<file path="config.mk">
export PLATFORM = sky130hd
export DESIGN_NAME = pe_os_mac
export DESIGN_NICKNAME = d
export VERILOG_FILES = /design/src/rtl/pe_pkg.sv /design/src/rtl/pe_mac_pipe.sv /design/src/rtl/pe_os_mac.sv
export SDC_FILE = /design/constraint.sdc
export NUM_CORES = 1
export LEC_CHECK = 0
export ABC_AREA = 1
export CAP_MARGIN = 40
export CORE_MARGIN = 4
export CORE_UTILIZATION = 65
export DETAILED_ROUTE_END_ITERATION = 12
export PLACE_DENSITY = 0.95
export SLEW_MARGIN = 20
export SYNTH_ARGS = -nofsm -noshare
export SYNTH_HDL_FRONTEND = slang
export SYNTH_SLANG_ARGS = --single-unit
</file>
<file path="constraint.sdc">
create_clock -name clk -period 16.7 [get_ports clk]
set_input_delay 3.34 -clock clk [delete_from_list [all_inputs] [get_ports clk]]
set_output_delay 3.34 -clock clk [all_outputs]
set_load 0.01 [all_outputs]
</file>
<file path="src/rtl/pe_pkg.sv">
// Shared types and constants for the output-stationary MAC processing element.
// Saturation bounds are computed at elaboration time by the sat_min/sat_max functions.
package pe_pkg;

    typedef enum logic [2:0] {
        IDLE  = 3'd0,
        ACCUM = 3'd1,
        FLUSH = 3'd2,
        HOLD  = 3'd3,
        DRAIN = 3'd4
    } pe_state_t;

    localparam int DEF_DATA_W   = 16;
    localparam int DEF_WEIGHT_W = 16;
    localparam int PROD_W       = DEF_DATA_W + DEF_WEIGHT_W;
    localparam int SAT_MAX_W    = 128;

    // Results are SAT_MAX_W wide; callers truncate to their accumulator width.
    function automatic logic [SAT_MAX_W-1:0] sat_max(input int w, input bit is_signed);
        logic [SAT_MAX_W-1:0] one;
        one = SAT_MAX_W'(1);
        if (is_signed) return (one << (w - 1)) - one;
        return (one << w) - one;
    endfunction

    function automatic logic [SAT_MAX_W-1:0] sat_min(input int w, input bit is_signed);
        logic [SAT_MAX_W-1:0] one;
        one = SAT_MAX_W'(1);
        if (is_signed) return one << (w - 1);
        return '0;
    endfunction

endpackage

</file>
<file path="src/rtl/pe_mac_pipe.sv">
// Two-stage multiply/accumulate: stage 1 registers the extended product, stage 2 adds it to acc.
// PE_SATURATE_EN clamps stage 2 on overflow and drives a sticky sat flag; otherwise acc wraps.
module pe_mac_pipe
    import pe_pkg::*;
#(
    parameter int DATA_W   = DEF_DATA_W,
    parameter int WEIGHT_W = DEF_WEIGHT_W,
    parameter int ACC_W    = 40,
    parameter int SIGNED   = 1
) (
    input  logic                clk_i,
    input  logic                rst_i,
    input  logic                en_i,
    input  logic                clr_i,
    input  logic                fire_i,
    input  logic [DATA_W-1:0]   a_i,
    input  logic [WEIGHT_W-1:0] b_i,
    output logic [ACC_W-1:0]    acc_o,
    output logic                sat_o
);

    localparam int PW = DATA_W + WEIGHT_W;

    logic [ACC_W-1:0] prod_ext;
    logic [ACC_W-1:0] prod_q;
    logic [ACC_W-1:0] acc_q;
    logic [ACC_W-1:0] acc_d;
    logic             v1_q;

    generate
        if (SIGNED != 0) begin : g_signed
            logic signed [PW-1:0] p;
            assign p        = PW'($signed(a_i)) * PW'($signed(b_i));
            assign prod_ext = ACC_W'(p);
        end else begin : g_unsigned
            logic [PW-1:0] p;
            assign p        = PW'(a_i) * PW'(b_i);
            assign prod_ext = ACC_W'(p);
        end
    endgenerate

`ifdef PE_SATURATE_EN
    localparam logic [ACC_W-1:0] ACC_MAX = ACC_W'(sat_max(ACC_W, SIGNED != 0));
    localparam logic [ACC_W-1:0] ACC_MIN = ACC_W'(sat_min(ACC_W, SIGNED != 0));

    logic [ACC_W:0] sum;
    logic           ovf;
    logic           sat_q;

    // One guard bit exposes overflow; the guard bit's sign picks the clamp direction.
    always_comb begin
        sum   = '0;
        ovf   = 1'b0;
        acc_d = '0;
        if (SIGNED != 0) begin
            sum   = {acc_q[ACC_W-1], acc_q} + {prod_q[ACC_W-1], prod_q};
            ovf   = sum[ACC_W] ^ sum[ACC_W-1];
            acc_d = !ovf ? sum[ACC_W-1:0] : (sum[ACC_W] ? ACC_MIN : ACC_MAX);
        end else begin
            sum   = {1'b0, acc_q} + {1'b0, prod_q};
            ovf   = sum[ACC_W];
            acc_d = ovf ? ACC_MAX : sum[ACC_W-1:0];
        end
    end

    always_ff @(posedge clk_i) begin
        if (rst_i) begin
            sat_q <= 1'b0;
        end else if (en_i) begin
            if (clr_i)
                sat_q <= 1'b0;
            else if (v1_q && ovf)
                sat_q <= 1'b1;
        end
    end

    assign sat_o = sat_q;
`else
    assign acc_d = acc_q + prod_q;
    assign sat_o = 1'b0;
`endif

    // Clear drops any in-flight product but still admits a pair fired in the same cycle.
    always_ff @(posedge clk_i) begin
        if (rst_i) begin
            prod_q <= '0;
            v1_q   <= 1'b0;
            acc_q  <= '0;
        end else if (en_i) begin
            v1_q <= fire_i;
            if (fire_i)
                prod_q <= prod_ext;
            if (clr_i)
                acc_q <= '0;
            else if (v1_q)
                acc_q <= acc_d;
        end
    end

    assign acc_o = acc_q;

endmodule

</file>
<file path="src/rtl/pe_os_mac.sv">
// Output-stationary systolic MAC PE: forwards operands east/south, accumulates k_len products, unloads via a psum chain.
// gate=0 freezes all state; optional PE_SATURATE_EN clamps the accumulator instead of wrapping.
module pe_os_mac
    import pe_pkg::*;
#(
    parameter int DATA_W   = DEF_DATA_W,
    parameter int WEIGHT_W = DEF_WEIGHT_W,
    parameter int ACC_W    = 40,
    parameter int CNT_W    = 16,
    parameter int SIGNED   = 1
) (
    input  logic                clk,
    input  logic                rst,
    input  logic                gate,
    input  logic                start,
    input  logic [CNT_W-1:0]    k_len,
    input  logic [DATA_W-1:0]   f_in,
    input  logic                f_valid_in,
    input  logic [WEIGHT_W-1:0] w_in,
    input  logic                w_valid_in,
    output logic [DATA_W-1:0]   f_out,
    output logic                f_valid_out,
    output logic [WEIGHT_W-1:0] w_out,
    output logic                w_valid_out,
    input  logic                drain_en,
    input  logic [ACC_W-1:0]    psum_in,
    input  logic                psum_valid_in,
    output logic [ACC_W-1:0]    psum_out,
    output logic                psum_valid_out,
    output logic                busy,
    output logic                done,
    output logic                sat_flag
);

    pe_state_t           state_q;
    logic [CNT_W-1:0]    cnt_q;
    logic [CNT_W-1:0]    cnt_d;
    logic [CNT_W-1:0]    klen_q;
    logic [DATA_W-1:0]   f_out_q;
    logic                f_vld_q;
    logic [WEIGHT_W-1:0] w_out_q;
    logic                w_vld_q;
    logic [ACC_W-1:0]    psum_q;
    logic                psum_vld_q;
    logic [ACC_W-1:0]    acc;
    logic                fire;

    // A start cycle opens the new job, so its pair is judged against the incoming k_len.
    assign fire  = f_valid_in && w_valid_in &&
                   (start ? (k_len != '0) : (state_q == ACCUM && cnt_q != klen_q));
    assign cnt_d = cnt_q + CNT_W'(1);

    always_ff @(posedge clk) begin
        if (rst) begin
            state_q    <= IDLE;
            cnt_q      <= '0;
            klen_q     <= '0;
            f_out_q    <= '0;
            f_vld_q    <= 1'b0;
            w_out_q    <= '0;
            w_vld_q    <= 1'b0;
            psum_q     <= '0;
            psum_vld_q <= 1'b0;
        end else if (gate) begin
            f_out_q <= f_in;
            f_vld_q <= f_valid_in;
            w_out_q <= w_in;
            w_vld_q <= w_valid_in;
            if (start) begin
                klen_q     <= k_len;
                cnt_q      <= fire ? CNT_W'(1) : '0;
                state_q    <= (fire && k_len == CNT_W'(1)) ? FLUSH : ACCUM;
                psum_q     <= '0;
                psum_vld_q <= 1'b0;
            end else begin
                case (state_q)
                    IDLE: ;
                    ACCUM: begin
                        if (fire) begin
                            cnt_q <= cnt_d;
                            if (cnt_d == klen_q)
                                state_q <= FLUSH;
                        end else if (cnt_q == klen_q) begin
                            state_q <= FLUSH;
                        end
                    end
                    FLUSH: state_q <= HOLD;
                    HOLD: begin
                        if (drain_en) begin
                            psum_q     <= acc;
                            psum_vld_q <= 1'b1;
                            state_q    <= DRAIN;
                        end
                    end
                    DRAIN: begin
                        if (drain_en) begin
                            psum_q     <= psum_in;
                            psum_vld_q <= psum_valid_in;
                        end else begin
                            psum_q     <= '0;
                            psum_vld_q <= 1'b0;
                            state_q    <= IDLE;
                        end
                    end
                    default: state_q <= IDLE;
                endcase
            end
        end
    end

    pe_mac_pipe #(
        .DATA_W   (DATA_W),
        .WEIGHT_W (WEIGHT_W),
        .ACC_W    (ACC_W),
        .SIGNED   (SIGNED)
    ) u_mac (
        .clk_i  (clk),
        .rst_i  (rst),
        .en_i   (gate),
        .clr_i  (start),
        .fire_i (fire),
        .a_i    (f_in),
        .b_i    (w_in),
        .acc_o  (acc),
        .sat_o  (sat_flag)
    );

    assign f_out          = f_out_q;
    assign f_valid_out    = f_vld_q;
    assign w_out          = w_out_q;
    assign w_valid_out    = w_vld_q;
    assign psum_out       = psum_q;
    assign psum_valid_out = psum_vld_q;
    assign busy           = (state_q == ACCUM) || (state_q == FLUSH);
    assign done           = (state_q == HOLD);

endmodule

</file>
# --- After elaboration in Yosys (flattened, before gate mapping) ---
# Index checks and enable logic that the tools add are counted.
word_totals:
  latch_bits: 0
  word_cells: 68
  input_bits: 96
  out_inout_bits: 78
  register_bits: 183
  mem_bits_ro: 0
  mem_count: 0
  ramBits: 0
classes:
  n_mux: 23
  magnitude_cmp: 0
  n_bitwise: 0
  n_reduce_logical: 17
  n_div: 0
  shift: 0
  n_addsub: 2
  eq_ne: 13
  multipliers: 1
op_table:
  columns: ["operator", "count"]
  rows:
  - ["2-to-1 mux 40 bit", 5]
  - ["case mux 40 bit (2 select lines)", 1]
  - ["2-to-1 mux 16 bit", 3]
  - ["adder 40 bit", 1]
  - ["equality test 16 bit", 2]
  - ["multiplier 16 x 16 -> 32 bit", 1]
  - ["2-to-1 mux 3 bit", 6]
  - ["adder 16 x 1 -> 16 bit, second input constant", 1]
  - ["equality test 16 x 1 -> 1 bit, second input constant", 1]
  - ["!= test 16 bit", 1]
  - ["nonzero test 16 bit", 1]
  - ["case mux 3 bit (5 select lines)", 1]
  - ["!= test 4 x 3 -> 1 bit, second input constant", 2]
  - ["equality test 3 x 2 -> 1 bit, second input constant", 2]
  - ["!= test 3 bit, second input constant", 2]
  - ["AND reduction 2 bit", 3]
  - ["AND reduction 3 bit", 2]
  - ["AND reduction 6 bit", 1]
  - ["nonzero test 2 bit", 3]
  - ["2-to-1 mux 1 bit", 5]
  - ["logical AND 1 bit", 4]
  - ["equality test 3 x 1 -> 1 bit, second input constant", 1]
  - ["equality test 3 bit, second input constant", 1]
  - ["zero test 3 bit", 1]
  - ["other kinds (5)", 5]

# --- Depth between registers and ports, before layout ---
logic_depth:
  ltp_word: 7
  mapped_depth: 30
  depth_no_buf: 28

# --- Modules after synthesis ---
# Synthesis repeated with hierarchy kept, for this count alone.
hier_totals:
  hier_cells: 3255
  hier_area_um2: 22011.1
by_module_without_submodules:
  columns: ["mod", "seq_area_each_um2", "n_inst", "area_each_um2", "cells_each"]
  rows:
  - ["pe_mac_pipe", 1461.4, 1, 16463.3, 2419]
  - ["pe_os_mac", 2202.1, 1, 5547.8, 836]

# --- Least setup slack after synthesis ---
# No wires, ideal clock.
synth_timing:
  path_type: "input -> register"
  startpoint: "input f_in[15]"
  endpoint: "register, netlist name u_mac.prod_q[31]"
  arrival_ps: 8622
  required_ps: 16630
  path_slack_ps: 8008
  setup_ps: 70
  path_buffers: 2
  stages: 22
  path_cell_list: "clkbuf_1 clkbuf_1 nand2_1 inv_1 fa_1 fa_1 inv_1 fa_1 fa_1 fa_1 fa_1 inv_1 ha_1 inv_1 nor3_1 nand2_1 nor4_1 nand2_1 inv_1 nor2_1 xor2_1 a21oi_1"
synth_via:
  elab_chain_len: 1
synth_rtl:
  columns: ["item", "line", "text"]
  rows:
  - ["from (decl)", "pe_os_mac.sv:17", "input logic [DATA_W-1:0] f_in,"]
  - ["multiplier 16 x 16 -> 32 bit", "pe_mac_pipe.sv:33", "assign p = PW'($signed(a_i)) * PW'($signed(b_i));"]
# No other way between the ends.
# A chain may end at the register's enable or synchronous reset.

# --- Worst setup path in the final report ---
layout_timing:
  startpoint: "input w_in[1]"
  endpoint: "register, netlist name u_mac.prod_q[31]"
layout_via:
  elab_chain_len: 1
layout_rtl:
  columns: ["item", "line", "text"]
  rows:
  - ["from (decl)", "pe_os_mac.sv:19", "input logic [WEIGHT_W-1:0] w_in,"]
  - ["multiplier 16 x 16 -> 32 bit", "pe_mac_pipe.sv:33", null]
# No other way between the ends.

==> results.json <==
{
  "timing.fmax_mhz": 101.9,
  "n_antenna_cell": 0,
  "final_antenna_net_count": 0,
  "grt_pass1_wl_um": 109300,
  "reg2reg_depth": 13,
  "dp_hpwl_um": 53320,
  "die_x_um": 187,
  "drc": 0,
  "grt_use_total_pct": 38.92,
  "crit_chain": "clkdlybuf4s50_1 > nand2_1 > inv_1 > fa_1 > fa_1 > inv_1 > fa_1 > fa_1 > fa_1 > fa_1 > inv_1 > ha_1 > inv_1 > nor3_1 > nand2_1 > nor4_1 > nand2_1 > inv_1 > nor2_1 > xor2_1 > a21oi_1",
  "synth_edf_count": 0,
  "worst_ep_arrival_time_ns": 10.13,
  "met1_usage_pct": 45.89,
  "seq_area_um2": 3664,
  "totalNegativeSetupSlack_ns": 0,
  "ys_async_sr_fraction_pct": 0,
  "worst_slack_ns": 6.883,
  "max_stage_delay_ns": 1.08,
  "cts_buffers": 17,
  "slew_headroom_pct": 37.17,
  "ys_warn_count": 0,
  "powerDensity_nw_per_um2": 220.6,
  "yosys.area.top_type_share_pct": 25.28,
  "grt.met3_usage_pct": 7.092,
  "rsz0062_at_grt": "no",
  "path_class": "in -> reg",
  "ys_ff_latch": 183,
  "cts_root_buf": "clkbuf_16",
  "cts_tree": "done",
  "core_area_um2": 31560,
  "die_h_um": 187,
  "cts_post_setup_buffers_inserted": 0,
  "synth.cell_area_um2": 20830,
  "fill_cells": 2363,
  "final_area_um2": 23360,
  "wirelength_um": 68440,
  "cts_resized": 0,
  "dr.pass1.iters": 6,
  "slew_viol_final": 0,
  "cp_max_fo": 17,
  "clock_sinks": 183,
  "initialDrtViolationCount": 1837,
  "clk_pin_slew_ns": 0.07,
  "fin_skew_ns": 0.01671,
  "hold_viol": 0,
  "setup_viol": 0,
  "leakage_nw": 11.55,
  "ys.flop_type": "dfxtp_1",
  "routabilityCongestion": 1.050,
  "vias": 20055,
  "fp-row-count": 65,
  "place_area_um2": 22630,
  "yosys.area.top_type": "fa_1",
  "ys_seq_area_share_pct": 17.59,
  "cts_max_path_buffers": 2,
  "status": "finished clean",
  "required_ns": 17.01,
  "drt-vias-per-instance": 5.911,
  "first_global_vias": 21169,
  "crit_slowest_cell": "clkdlybuf4s50_1",
  "crit_top_cell": "fa_1",
  "synth.distinct_cells": 54,
  "synth_nets": 3379,
  "portBuffers": 172,
  "hold_path.class": "reg -> reg",
  "drt-wirelength-per-cell_um": 20.17,
  "cap_violations": 0,
  "final_layout_size_suffix_gt1_share_pct": 3.410,
  "critPathCaptureType": "flop",
  "start_kind": "input port",
  "nNetsFinal": 3460,
  "holdBufCountCts": 0,
  "netlist_instances": 2898,
  "synth_area_leaders": "fa_1, dfxtp_1, nand2_1",
  "clk_latency_ns": 0.46,
  "areaGrowthSynthToFinish_pct": 12.17,
  "multiInputGateArea_um2": 14470,
  "pin_count": 174,
  "die_area_um2": 34970,
  "tightestPinTransition_ns": 0.9395,
  "period_minus_slack_ns": 9.817,
  "irDropWorstVdd_uv": 273.9,
  "syn_area_per_cell_um2": 7.186,
  "finalCritPeriodShare_pct": 58.78,
  "hold_depth": 2,
  "pre_cts_slack_ns": 6.633,
  "met2_usage_pct": 66.58,
  "grt_overflow_total": 0,
  "grt_max_degree": 102,
  "busiest_layer": "met2",
  "initial_core_util_pct": 66.00,
  "antenna_found_initial": 0,
  "htreeDepth": 4
}
cell usage after synthesis, types with 4 or more instances:
master / count
a211oi_1: 11
a21o_1: 7
a21oi_1: 184
a31oi_1: 39
a32oi_1: 10
buf_2: 11
buf_4: 8
clkbuf_1: 111
dfxtp_1: 183
fa_1: 263
ha_1: 122
inv_1: 564
inv_2: 5
nand2_1: 622
nand2_2: 7
nand3_1: 127
nand3_2: 4
nand3b_1: 4
nand4_1: 21
nor2_1: 261
nor2_2: 4
nor2_4: 4
nor3_1: 14
nor4_1: 8
o21ai_0: 180
o21ai_1: 10
o21bai_1: 12
or2_2: 8
xnor2_1: 29
xor2_1: 31
worst max-delay path: cells and delay by family:
kind,cells,cell delay [ns]
AOI/OAI and AO/OA,1,0.09
xor gates and xnor gates,1,0.19
adders and majority gates,7,3.82
buffers and inverters,6,1.70
and+or+nand+nor,6,0.98
kinds of logic (layout without fill, tap and decap cells):
| group | count (synthesis) | count (layout) | share of synthesized area, % |
|---|---|---|---|
| AO/OA/AOI/OAI | 468 | 468 | 12.29 |
| XOR/XNOR | 62 | 62 | 2.752 |
| adder cells (fa/ha/maj) | 385 | 385 | 32.61 |
| buffers and inverters | 706 | 799 | 13.01 |
| flip-flops | 183 | 183 | 17.59 |
| other | 1 | 1 | 0.01801 |
| AND/OR/NAND/NOR | 1093 | 1093 | 21.73 |
placed cells by master, fill, tap and decap left out, types with 6 or more instances in the layout:
cell type and count:
nand2_1 622, inv_1 563, fa_1 263, nor2_1 259, a21oi_1 184, dfxtp_1 183, o21ai_0 180, clkdlybuf4s50_1 171
nand3_1 127, ha_1 122, a31oi_1 39, xor2_1 31, xnor2_1 29, nand4_1 21, clkbuf_16 17, buf_4 15
nor3_1 14, o21bai_1 12, a211oi_1 11, a32oi_1 10, o21ai_1 9, buf_8 9, or2_2 8, nor4_1 8
nand2_2 7, a21o_1 7, inv_2 6
where the power goes:
part           switching [mW]  internal, mW  total [mW]
clock                   0.193         0.227       0.420
sequential             0.0237         0.463       0.487
combinational            2.70          1.54        4.25
total                    2.92          2.23        5.15
per-stage QoR:
step / hold slack [ns] / utilization, % / instances / total power, mW
global route: 0.5017 / 74.03 / 3393 / 5.650
CTS: 0.4740 / 73.57 / 3384 / 5.101
floorplan: 0.4435 / - / 2898 / 3.440
finish: 0.4763 / 74.03 / 3393 / 5.153
global placement: 0.4510 / 71.63 / 3351 / 4.597
detailed placement: 0.4649 / 71.72 / 3353 / 4.642
worst paths after layout:
path / start / to / slack, ns
worst min register to register: f_valid_out / f_valid_out / 0.48
worst max register to register: u_mac.acc_o[0] / u_mac.acc_o[26] / 13.86
worst min-delay path: f_valid_out / f_valid_out / 0.48
worst max-delay path: w_in[1] / u_mac.prod_q[31] / 6.88
registers in the layout (all words and copies together), names as in the netlist, 3 cells and up:
register,cells
klen_q,16
u_mac.prod_q,32
psum_out,40
cnt_q,16
u_mac.acc_o,40
w_out,16
f_out,16
state_q,3
metal layers:
metal	vias up	share of wire (%)
li1	9122	-
met1	9460	36
met2	1171	49
met3	302	8.9
met4	0	6.4
met5	-	0
area by class of cell:
cell class	instances	share of cell area (%)
Timing Repair Buffer	198	8.575
Multi-Input combinational cell	2009	61.93
Clock inverter	12	0.6053
Inverter	570	9.159
Clock buffer	19	1.896
Sequential cell	183	15.68
Tap cell	402	2.153
No activity file was read; power rests on OpenSTA's default activity.
